==> config.mk <==
export PLATFORM = sky130hd
export DESIGN_NAME = tlul_socket_m1_rr
export DESIGN_NICKNAME = d
export VERILOG_FILES = /design/src/rtl/tlul_socket_m1_rr.sv
export SDC_FILE = /design/constraint.sdc
export NUM_CORES = 1
export LEC_CHECK = 0
export BUFFER_PORTS_ARGS = -buffer_cell sky130_fd_sc_hd__buf_2
export CAP_MARGIN = 30
export CORE_AREA = 3 3 268 270
export CTS_CLUSTER_SIZE = 40
export DETAILED_ROUTE_END_ITERATION = 12
export DIE_AREA = 0 0 271 273
export MAX_ROUTING_LAYER = met4
export PLACE_DENSITY = 0.3
export SYNTH_ARGS = -nofsm -noshare
export SYNTH_HDL_FRONTEND = slang
export SYNTH_SLANG_ARGS = --single-unit
export TNS_END_PERCENT = 100
==> constraint.sdc <==
create_clock -name clk_i -period 4.2 [get_ports clk_i]
set_clock_uncertainty 0.05 [all_clocks]
set_input_delay 0.21 -clock clk_i [delete_from_list [all_inputs] [get_ports clk_i]]
set_output_delay 0.21 -clock clk_i [all_outputs]
set_load 0.02 [all_outputs]
==> src/rtl/tlul_socket_m1_rr.sv <==
// M:1 TL-UL socket: merges M host ports onto one device port.
// A channel is arbitrated round-robin. A granted host stays locked until its
// beat is accepted. The host index is tagged into the low a_source bits so that
// D responses route back to the issuing host. Per-host outstanding counters
// limit each host to MaxOutPerHost requests in flight.
// Ports:
//   clk_i, rst_ni : clock, asynchronous active-low reset
//   tl_h_i[M]     : host requests (A channel + d_ready)
//   tl_h_o[M]     : host responses (D channel + a_ready)
//   tl_d_o        : merged device request
//   tl_d_i        : device response

package tlul_socket_m1_rr_pkg;
   localparam int unsigned TL_AW  = 32;
   localparam int unsigned TL_DW  = 32;
   localparam int unsigned TL_AIW = 8;
   localparam int unsigned TL_DIW = 1;
   localparam int unsigned TL_SZW = 2;
   localparam int unsigned TL_DBW = TL_DW / 8;

   typedef struct packed {
      logic              a_valid;
      logic [2:0]        a_opcode;
      logic [2:0]        a_param;
      logic [TL_SZW-1:0] a_size;
      logic [TL_AIW-1:0] a_source;
      logic [TL_AW-1:0]  a_address;
      logic [TL_DBW-1:0] a_mask;
      logic [TL_DW-1:0]  a_data;
      logic              d_ready;
   } tl_h2d_t;

   typedef struct packed {
      logic              d_valid;
      logic [2:0]        d_opcode;
      logic [2:0]        d_param;
      logic [TL_SZW-1:0] d_size;
      logic [TL_AIW-1:0] d_source;
      logic [TL_DIW-1:0] d_sink;
      logic [TL_DW-1:0]  d_data;
      logic              d_error;
      logic              a_ready;
   } tl_d2h_t;
endpackage

module tlul_socket_m1_rr
   import tlul_socket_m1_rr_pkg::*;
#(
   parameter int unsigned M             = 4,
   parameter int unsigned MaxOutPerHost = 4
) (
   input  logic    clk_i,
   input  logic    rst_ni,
   input  tl_h2d_t tl_h_i [M],
   output tl_d2h_t tl_h_o [M],
   output tl_h2d_t tl_d_o,
   input  tl_d2h_t tl_d_i
);

   localparam int unsigned     StIdW  = $clog2(M);
   localparam int unsigned     CntW   = $clog2(MaxOutPerHost + 1);
   localparam logic [CntW-1:0] CntMax = CntW'(MaxOutPerHost);

   logic [StIdW-1:0] last_q, last_d;
   logic             lock_q, lock_d;
   logic [StIdW-1:0] lock_idx_q, lock_idx_d;
   logic [CntW-1:0]  cnt_q [M];
   logic [CntW-1:0]  cnt_d [M];

   logic [M-1:0]     elig;
   logic [StIdW-1:0] grant;
   logic             granted;
   logic             gnt_vld;
   logic             acc_a;
   logic             acc_d;
   logic [StIdW-1:0] ridx;
   logic             ridx_ok;
   logic             d_ready_sel;
   logic             d_ready_c;
   logic [M-1:0]     inc;
   logic [M-1:0]     dec;
   int unsigned      idx;

   // Round-robin search starting after last; a locked host overrides the search.
   always_comb begin : arb
      grant   = lock_idx_q;
      granted = 1'b0;
      idx     = 0;
      for (int unsigned i = 0; i < M; i++) begin
         elig[i] = tl_h_i[i].a_valid && (cnt_q[i] < CntMax);
      end
      if (lock_q) begin
         granted = tl_h_i[lock_idx_q].a_valid;
      end else begin
         for (int unsigned k = 1; k <= M; k++) begin
            idx = (32'(last_q) + k) % M;
            if (!granted && elig[StIdW'(idx)]) begin
               grant   = StIdW'(idx);
               granted = 1'b1;
            end
         end
      end
      gnt_vld = granted & rst_ni;
      acc_a   = gnt_vld & tl_d_i.a_ready;
   end

   // Response index; indices beyond M-1 are strays that get sunk.
   always_comb begin : rsel
      ridx        = tl_d_i.d_source[StIdW-1:0];
      ridx_ok     = (32'(ridx) < M);
      d_ready_sel = 1'b1;
      for (int unsigned i = 0; i < M; i++) begin
         if (ridx == StIdW'(i)) begin
            d_ready_sel = tl_h_i[i].d_ready;
         end
      end
      d_ready_c = rst_ni & d_ready_sel;
      acc_d     = rst_ni & tl_d_i.d_valid & d_ready_c & ridx_ok;
   end

   // Device request: granted host's A fields with host index in a_source LSBs.
   always_comb begin : fwd
      tl_d_o          = tl_h_i[grant];
      tl_d_o.a_valid  = gnt_vld;
      tl_d_o.a_source = {tl_h_i[grant].a_source[TL_AIW-StIdW-1:0], grant};
      tl_d_o.d_ready  = d_ready_c;
   end

   // Host responses: D fields broadcast, d_valid/a_ready steered per host.
   always_comb begin : rsp
      for (int unsigned i = 0; i < M; i++) begin
         tl_h_o[i]          = tl_d_i;
         tl_h_o[i].d_valid  = rst_ni & tl_d_i.d_valid & (ridx == StIdW'(i));
         tl_h_o[i].d_source = tl_d_i.d_source >> StIdW;
         tl_h_o[i].a_ready  = gnt_vld & (grant == StIdW'(i)) & tl_d_i.a_ready;
      end
   end

   // Next-state: pointer, lock and saturating outstanding counters.
   always_comb begin : nxt
      last_d     = acc_a ? grant : last_q;
      lock_d     = gnt_vld & ~tl_d_i.a_ready;
      lock_idx_d = lock_d ? grant : lock_idx_q;
      for (int unsigned i = 0; i < M; i++) begin
         inc[i]   = acc_a & (grant == StIdW'(i));
         dec[i]   = acc_d & (ridx == StIdW'(i));
         cnt_d[i] = cnt_q[i];
         if (inc[i] && !dec[i] && (cnt_q[i] != CntMax)) begin
            cnt_d[i] = cnt_q[i] + CntW'(1);
         end else if (dec[i] && !inc[i] && (cnt_q[i] != '0)) begin
            cnt_d[i] = cnt_q[i] - CntW'(1);
         end
      end
   end

   always_ff @(posedge clk_i or negedge rst_ni) begin : regs
      if (!rst_ni) begin
         last_q     <= StIdW'(M - 1);
         lock_q     <= 1'b0;
         lock_idx_q <= '0;
         for (int unsigned i = 0; i < M; i++) begin
            cnt_q[i] <= '0;
         end
      end else begin
         last_q     <= last_d;
         lock_q     <= lock_d;
         lock_idx_q <= lock_idx_d;
         for (int unsigned i = 0; i < M; i++) begin
            cnt_q[i] <= cnt_d[i];
         end
      end
   end

   // Protocol checks: host tag bits free, counters never wrap.
   for (genvar gi = 0; gi < M; gi++) begin : g_chk
      a_src_hi_zero: assert property (@(posedge clk_i) disable iff (!rst_ni)
         tl_h_i[gi].a_valid |-> (tl_h_i[gi].a_source[TL_AIW-1 -: StIdW] == '0));
      a_cnt_no_underflow: assert property (@(posedge clk_i) disable iff (!rst_ni)
         (dec[gi] && !inc[gi]) |-> (cnt_q[gi] != '0));
      a_cnt_no_overflow: assert property (@(posedge clk_i) disable iff (!rst_ni)
         (inc[gi] && !dec[gi]) |-> (cnt_q[gi] != CntMax));
   end

endmodule

# Word-level counts from Yosys, hierarchy flattened
# Index checks and enable logic that the tools add are counted.
# word_totals
regBits	17
input_bits	398
wordCells	151
# op_classes
addsub	12
magnitude_cmp	10
n_eq_ne	10
muxes	39
bitwise	29
n_reduce_logical	44
# ops
op	count
binary-select mux 86 bit (select 2 bit)	2
two-way mux 86 bit	2
two-way mux 85 bit	2
bitwise AND 1 bit	26
two-way mux 3 bit	8
logical AND 1 bit	23
two-way mux 1 bit	16
adder 3 x 1 -> 3 bit, second input constant	4
less-than comparator 2 x 3 -> 1 bit, second input constant	4
less-than comparator 3 bit, second input constant	4
inequality test 3 bit, second input constant	4
nonzero test 3 bit	4
subtractor 3 x 1 -> 3 bit, second input constant	4
logical NOT 1 bit	11
two-way mux 2 bit	5
binary-select mux 1 bit (select 2 bit)	4
== test 2 bit, second input constant	4
nonzero test 2 bit	4
greater-or-equal comparator 3 bit, second input constant	2
inverter 2 -> 3 bit	2
adder 2 x 1 -> 2 bit, second input constant	2
adder 2 bit, second input constant	2
== test 2 x 1 -> 1 bit, second input constant	2
logical NOT 2 bit	2
inverter 1 bit	1

# Logic depth before layout (Yosys ltp)
# depth
word_depth	26
ltp_mapped	14

# Least setup slack after synthesis
# No wires, ideal clock.
# synth_timing
path_kind	reg-to-reg
start	register last_q[1]
end	register cnt_q[5] (netlist bit)
setup_ns	0.082
t_arrival_ns	2.832
required_ns	4.068
setup_slack_ns	1.236
stages_incl_launch_ff	14
path_buffers	2
period_less_slack_ns	2.964
cell_sequence	dfstp_2 buf_2 buf_2 a41oi_1 a22o_1 o211ai_2 inv_2 nor2_1 and3_1 nand2_1 fa_1 a2111oi_0 a31oi_1 o22ai_1
# synth_via
elab_chain_cells	24
# synth_rtl
element	line_no	rtl
start, declared	64	logic [StIdW-1:0] last_q, last_d;
start signal, assigned	158	last_q <= StIdW'(M - 1);
start signal, assigned	165	last_q <= last_d;
adder 2 x 1 -> 2 bit	96	idx = (32'(last_q) + k) % M;
binary-select mux 1 bit (select 2 bit)	97	if (!granted && elig[StIdW'(idx)]) begin
two-way mux 1 bit (not written as such)	97	
two-way mux 1 bit	97	
two-way mux 1 bit	92	if (lock_q) begin
logical NOT 1 bit	97	
logical AND 1 bit	97	
two-way mux 1 bit	97	
[7 not listed]	--	
two-way mux 1 bit	97	
two-way mux 1 bit	92	
bitwise AND 1 bit	103	gnt_vld = granted & rst_ni;
bitwise AND 1 bit	104	acc_a = gnt_vld & tl_d_i.a_ready;
bitwise AND 1 bit (*)	145	inc[i] = acc_a & (grant == StIdW'(i));
logical NOT 1 bit	150	end else if (dec[i] && !inc[i] && (cnt_q[i] != '0)) begin
logical AND 1 bit (2 in series)	150	
nonzero test 2 bit (no line)	--	
end signal, assigned by index	169	cnt_q[i] <= cnt_d[i];
end, declared	67	logic [CntW-1:0] cnt_q [M];
# Mark *: on every way between the ends. The rest lies on a longest branch, timed or not. The select of a mux whose other input is x is not followed.
# A chain may end at the register's enable or synchronous reset.

==> metrics.md <==
| Metric | Value |
|---|---|
| Largest net degree at the start of global routing | `92` |
| Post-synth ARST share | `1.00` |
| Vias in the first global route | `a little over 7000` |
| M1 GR Usage | `0.0835` |
| Max IR drop VDD | `0.739 mV` |
| Final #Nets | `approximately 1500` |
| Critical Path Fanout Max | `56` |
| Global-route wire length before repair | `around 43000 microns` |
| Syn Inst Count | `approximately 940` |
| Sequential Area | `between 400 and 500 sq um` |
| Die Y | `about 270 microns` |
| Status | `finished, final reports clean` |
| Worst skew pair latency | `between 200 and 300 ps` |
| Syn Std Cell Area | `~0.0056 sq mm` |
| Slowest stage cell on the critical path | `dfrtp_1` |
| Initial DRC count | `around 330` |
| Row cnt | `97` |
| Post-synth EDFFs | `0` |
| Final design utilization | `0.108` |
| Largest cells by area after synthesis | `buf_4 (27%), nand2_1 (23%), and3_1 (9.8%), a31oi_1 (9.6%), dfrtp_1 (6.7%)` |
| Layout fillers | `approximately 8300` |
| Hold_buf cts | `1` |
| Max-Slew Margin vs Limit | `0.602` |
| Leak | `3.76 nW` |
| Reg-to-reg slack, setup | `530 ps` |
| All-Layer GR Usage | `0.0771` |
| Met2 usage | `0.134` |
| Hold Fails Final Rpt | `0` |
| Grt total ovfl | `0` |
| Die width | `around 270 microns` |
| Setup TNS | `0 ps` |
| Gpl congestion | `0.891` |
| Worst setup path category | `flop to output port` |
| Avg Synthesized Cell Area | `5.97 sq um` |
| Core Area | `about 0.07 sq mm` |
| Finished Cell Area | `0.00750 sq mm` |
| Initial antenna violation count | `2` |
| CP Launch Type | `flop` |
| Residual DRC count | `0` |
| Antenna Violating Nets Remaining | `0` |
| Crit-path cells | `nand2b_1 > or3_1 > a211oi_1 > o211ai_4 > inv_6 > buf_12 > buf_4 > nand2_1 > and3_1 > a31oi_1 > buf_2` |
| CTS tree | `built` |
| RSZ-0062 raised after global routing | `no` |
| Register area share after synthesis | `0.0761` |
| DP Cell Count | `2076` |
| H-Tree Depth | `1` |
| GRT Max-Usage Layer | `met2` |
| Post-route insts no fill | `2082` |
| Total iterations of the first detailed-routing run | `4` |
| Die area | `0.0740 sq mm` |
| Max cap viols | `0` |
| Share of layout cells above drive strength 1 | `0.409` |
| Final period util | `0.895` |
| Hold slack final | `between 200 and 250 ps` |
| Area grow syn2layout | `33.4%` |
| Crit. End Element | `output port` |
| Cell variety after synth | `54` |
| CTS sink count | `17` |
| Met3 Resource Use GR | `0.0269` |
| Final setup viols | `0` |
| Setup Fix Bufs, Post-CTS | `0` |
| Clk buf depth | `2` |
| Worst min-delay path class | `input port to flop` |
| CTS Buf Count | `3` |
| Multi-input gate area | `between 0.003 and 0.004 sq mm` |
| Placed cell area | `~0.0074 sq mm` |
| Worst Path Arrival | `~3500 ps` |
| Yosys reg bits | `17` |
| PostCTS Resize Cnt | `0` |
| Crit-path max cell delay | `between 400 and 500 ps` |
| Slew @ Worst Pin | `between 500 and 600 ps` |
| Top cell type's share of synthesized area | `0.270` |
| Wire length per cell | `14.7 microns` |
| Max Clk Rate | `approximately 270 MHz` |
| WP data required | `~3900 ps` |
| Root buffer cell | `clkbuf_16` |
| DRT Wirelength | `just over 30000 microns` |
| Slew Viols, Final | `0` |
| Routed vias | `roughly 7000` |
| Vias/cell | `between 3 and 4` |
| Top Ports | `between 600 and 700` |
| Syn. warnings | `0` |
| Clk slew on worst S/H paths | `60 ps` |
| Detail Placement HPWL | `approximately 26000 microns` |
| Yosys top cell by area | `buf_4` |
| Port buffer count | `approximately 440` |
| Pwr Density | `approximately 930 mW/mm^2` |
| Fin crit period | `between 3000 and 4000 ps` |
| Main synth FF type | `dfrtp_1` |
| Starting Density | `0.0806` |
final timing paths:
kind	start	endpoint	cells past startpoint
setup / recovery	cnt_q[8]$_DFFE_PN0P_	tl_d_o[17]	11
min in group asynchronous	rst_ni	cnt_q[6]$_DFFE_PN0P_	3
hold / removal	tl_d_i[0]	lock_q$_DFF_PN0_	2
max in group asynchronous	rst_ni	last_q[0]$_DFFE_PN1P_	3
hold reg to reg	last_q[0]$_DFFE_PN1P_	last_q[0]$_DFFE_PN1P_	2
setup reg to reg	last_q[1]$_DFFE_PN1P_	cnt_q[5]$_DFFE_PN0P_	11
area by class of cell:
type | instances | share of cell area
antenna | 1 | 0.000333
multi-input combinational | 663 | 0.458
clock inverter | 1 | 0.000667
timing repair buffer | 448 | 0.312
inverter | 9 | 0.00534
sequential | 17 | 0.0570
clock buffer | 3 | 0.0100
tap | 940 | 0.157
cells in the final DEF (no fill, tap or decap), types with 5 or more instances in the layout:
cell      netlist  routed
nor3_1         13      13
a211oi_1        7       7
a31oi_1        86      86
buf_12          0       5
buf_4         202       7
buf_2          13     435
mux2i_1         5       5
nand3_1         8       8
nand2_1       349     349
and3_1         88      88
inv_1           7       7
nand2b_1        5       5
conb_1          1       8
or3_1           5       5
dfrtp_1        15      15
nor3b_1         6       6
a21oi_1         6       6
nor2_1         14      14
state kept, by name, indices dropped and copies added, names as in the netlist:
| signal | flops |
|---|---|
| last_q | 2 |
| cnt_q | 12 |
| lock_q | 1 |
| lock_idx_q | 2 |
logic make-up (layout without fill, tap and decap cells):
group	after synthesis	after routing	share of synthesized area
AND/OR/NAND/NOR	515	515	0.419
buffers and inverters	270	461	0.319
AO/OA/AOI/OAI	128	128	0.151
flip-flops	17	17	0.0761
multiplexers	8	8	0.0189
adder cells (fa/ha/maj)	4	4	0.0142
other	1	9	0.000667
power breakdown:
group / leakage, nW / total, mW / internal, mW / switching, mW
registers: 0.223 / 0.299 / 0.210 / 0.0893
clock network: 0.0409 / 0.201 / 0.128 / 0.0730
logic: 3.50 / 6.47 / 2.09 / 4.37
total: 3.76 / 6.97 / 2.43 / 4.53
metal layers:
metal	share of wire	vias to the layer above
li1	-	3369
met1	0.38	3171
met2	0.50	469
met3	0.098	24
met4	0.029	0
met5	0	-
critical path, delay by kind of cell, from the launching register on:
kind	cells	cell delay [ps]
simple gates	4	830
flops	1	450
buf+inv	4	1070
compound gates	3	800
per-stage QoR:
step | setup WS, ps | total power [mW]
floorplan | 1240 | 4.75
global placement | 506 | 6.93
detailed placement | 516 | 6.90
CTS | 378 | 7.14
global route | 152 | 7.62
finish | 440 | 6.97
Yosys cell counts, types with 3 or more instances:
cell type and instances:
inv_1 7, nor4_1 4, nand2_1 349, nor3b_1 6, fa_1 4, nor3_1 13, a211oi_1 7, o31ai_1 4
o21ai_0 4, buf_1 3, nand3_1 8, clkbuf_1 42, and3_1 88, a31oi_1 86, or3_1 5, mux2i_1 5
o22ai_1 4, a2111oi_0 3, buf_2 13, dfrtp_1 15, buf_4 202, a21oi_1 6, nor2_1 14, nor2b_1 4
and3b_1 4, nand2b_1 5
No activity file was read; power rests on OpenSTA's default activity.
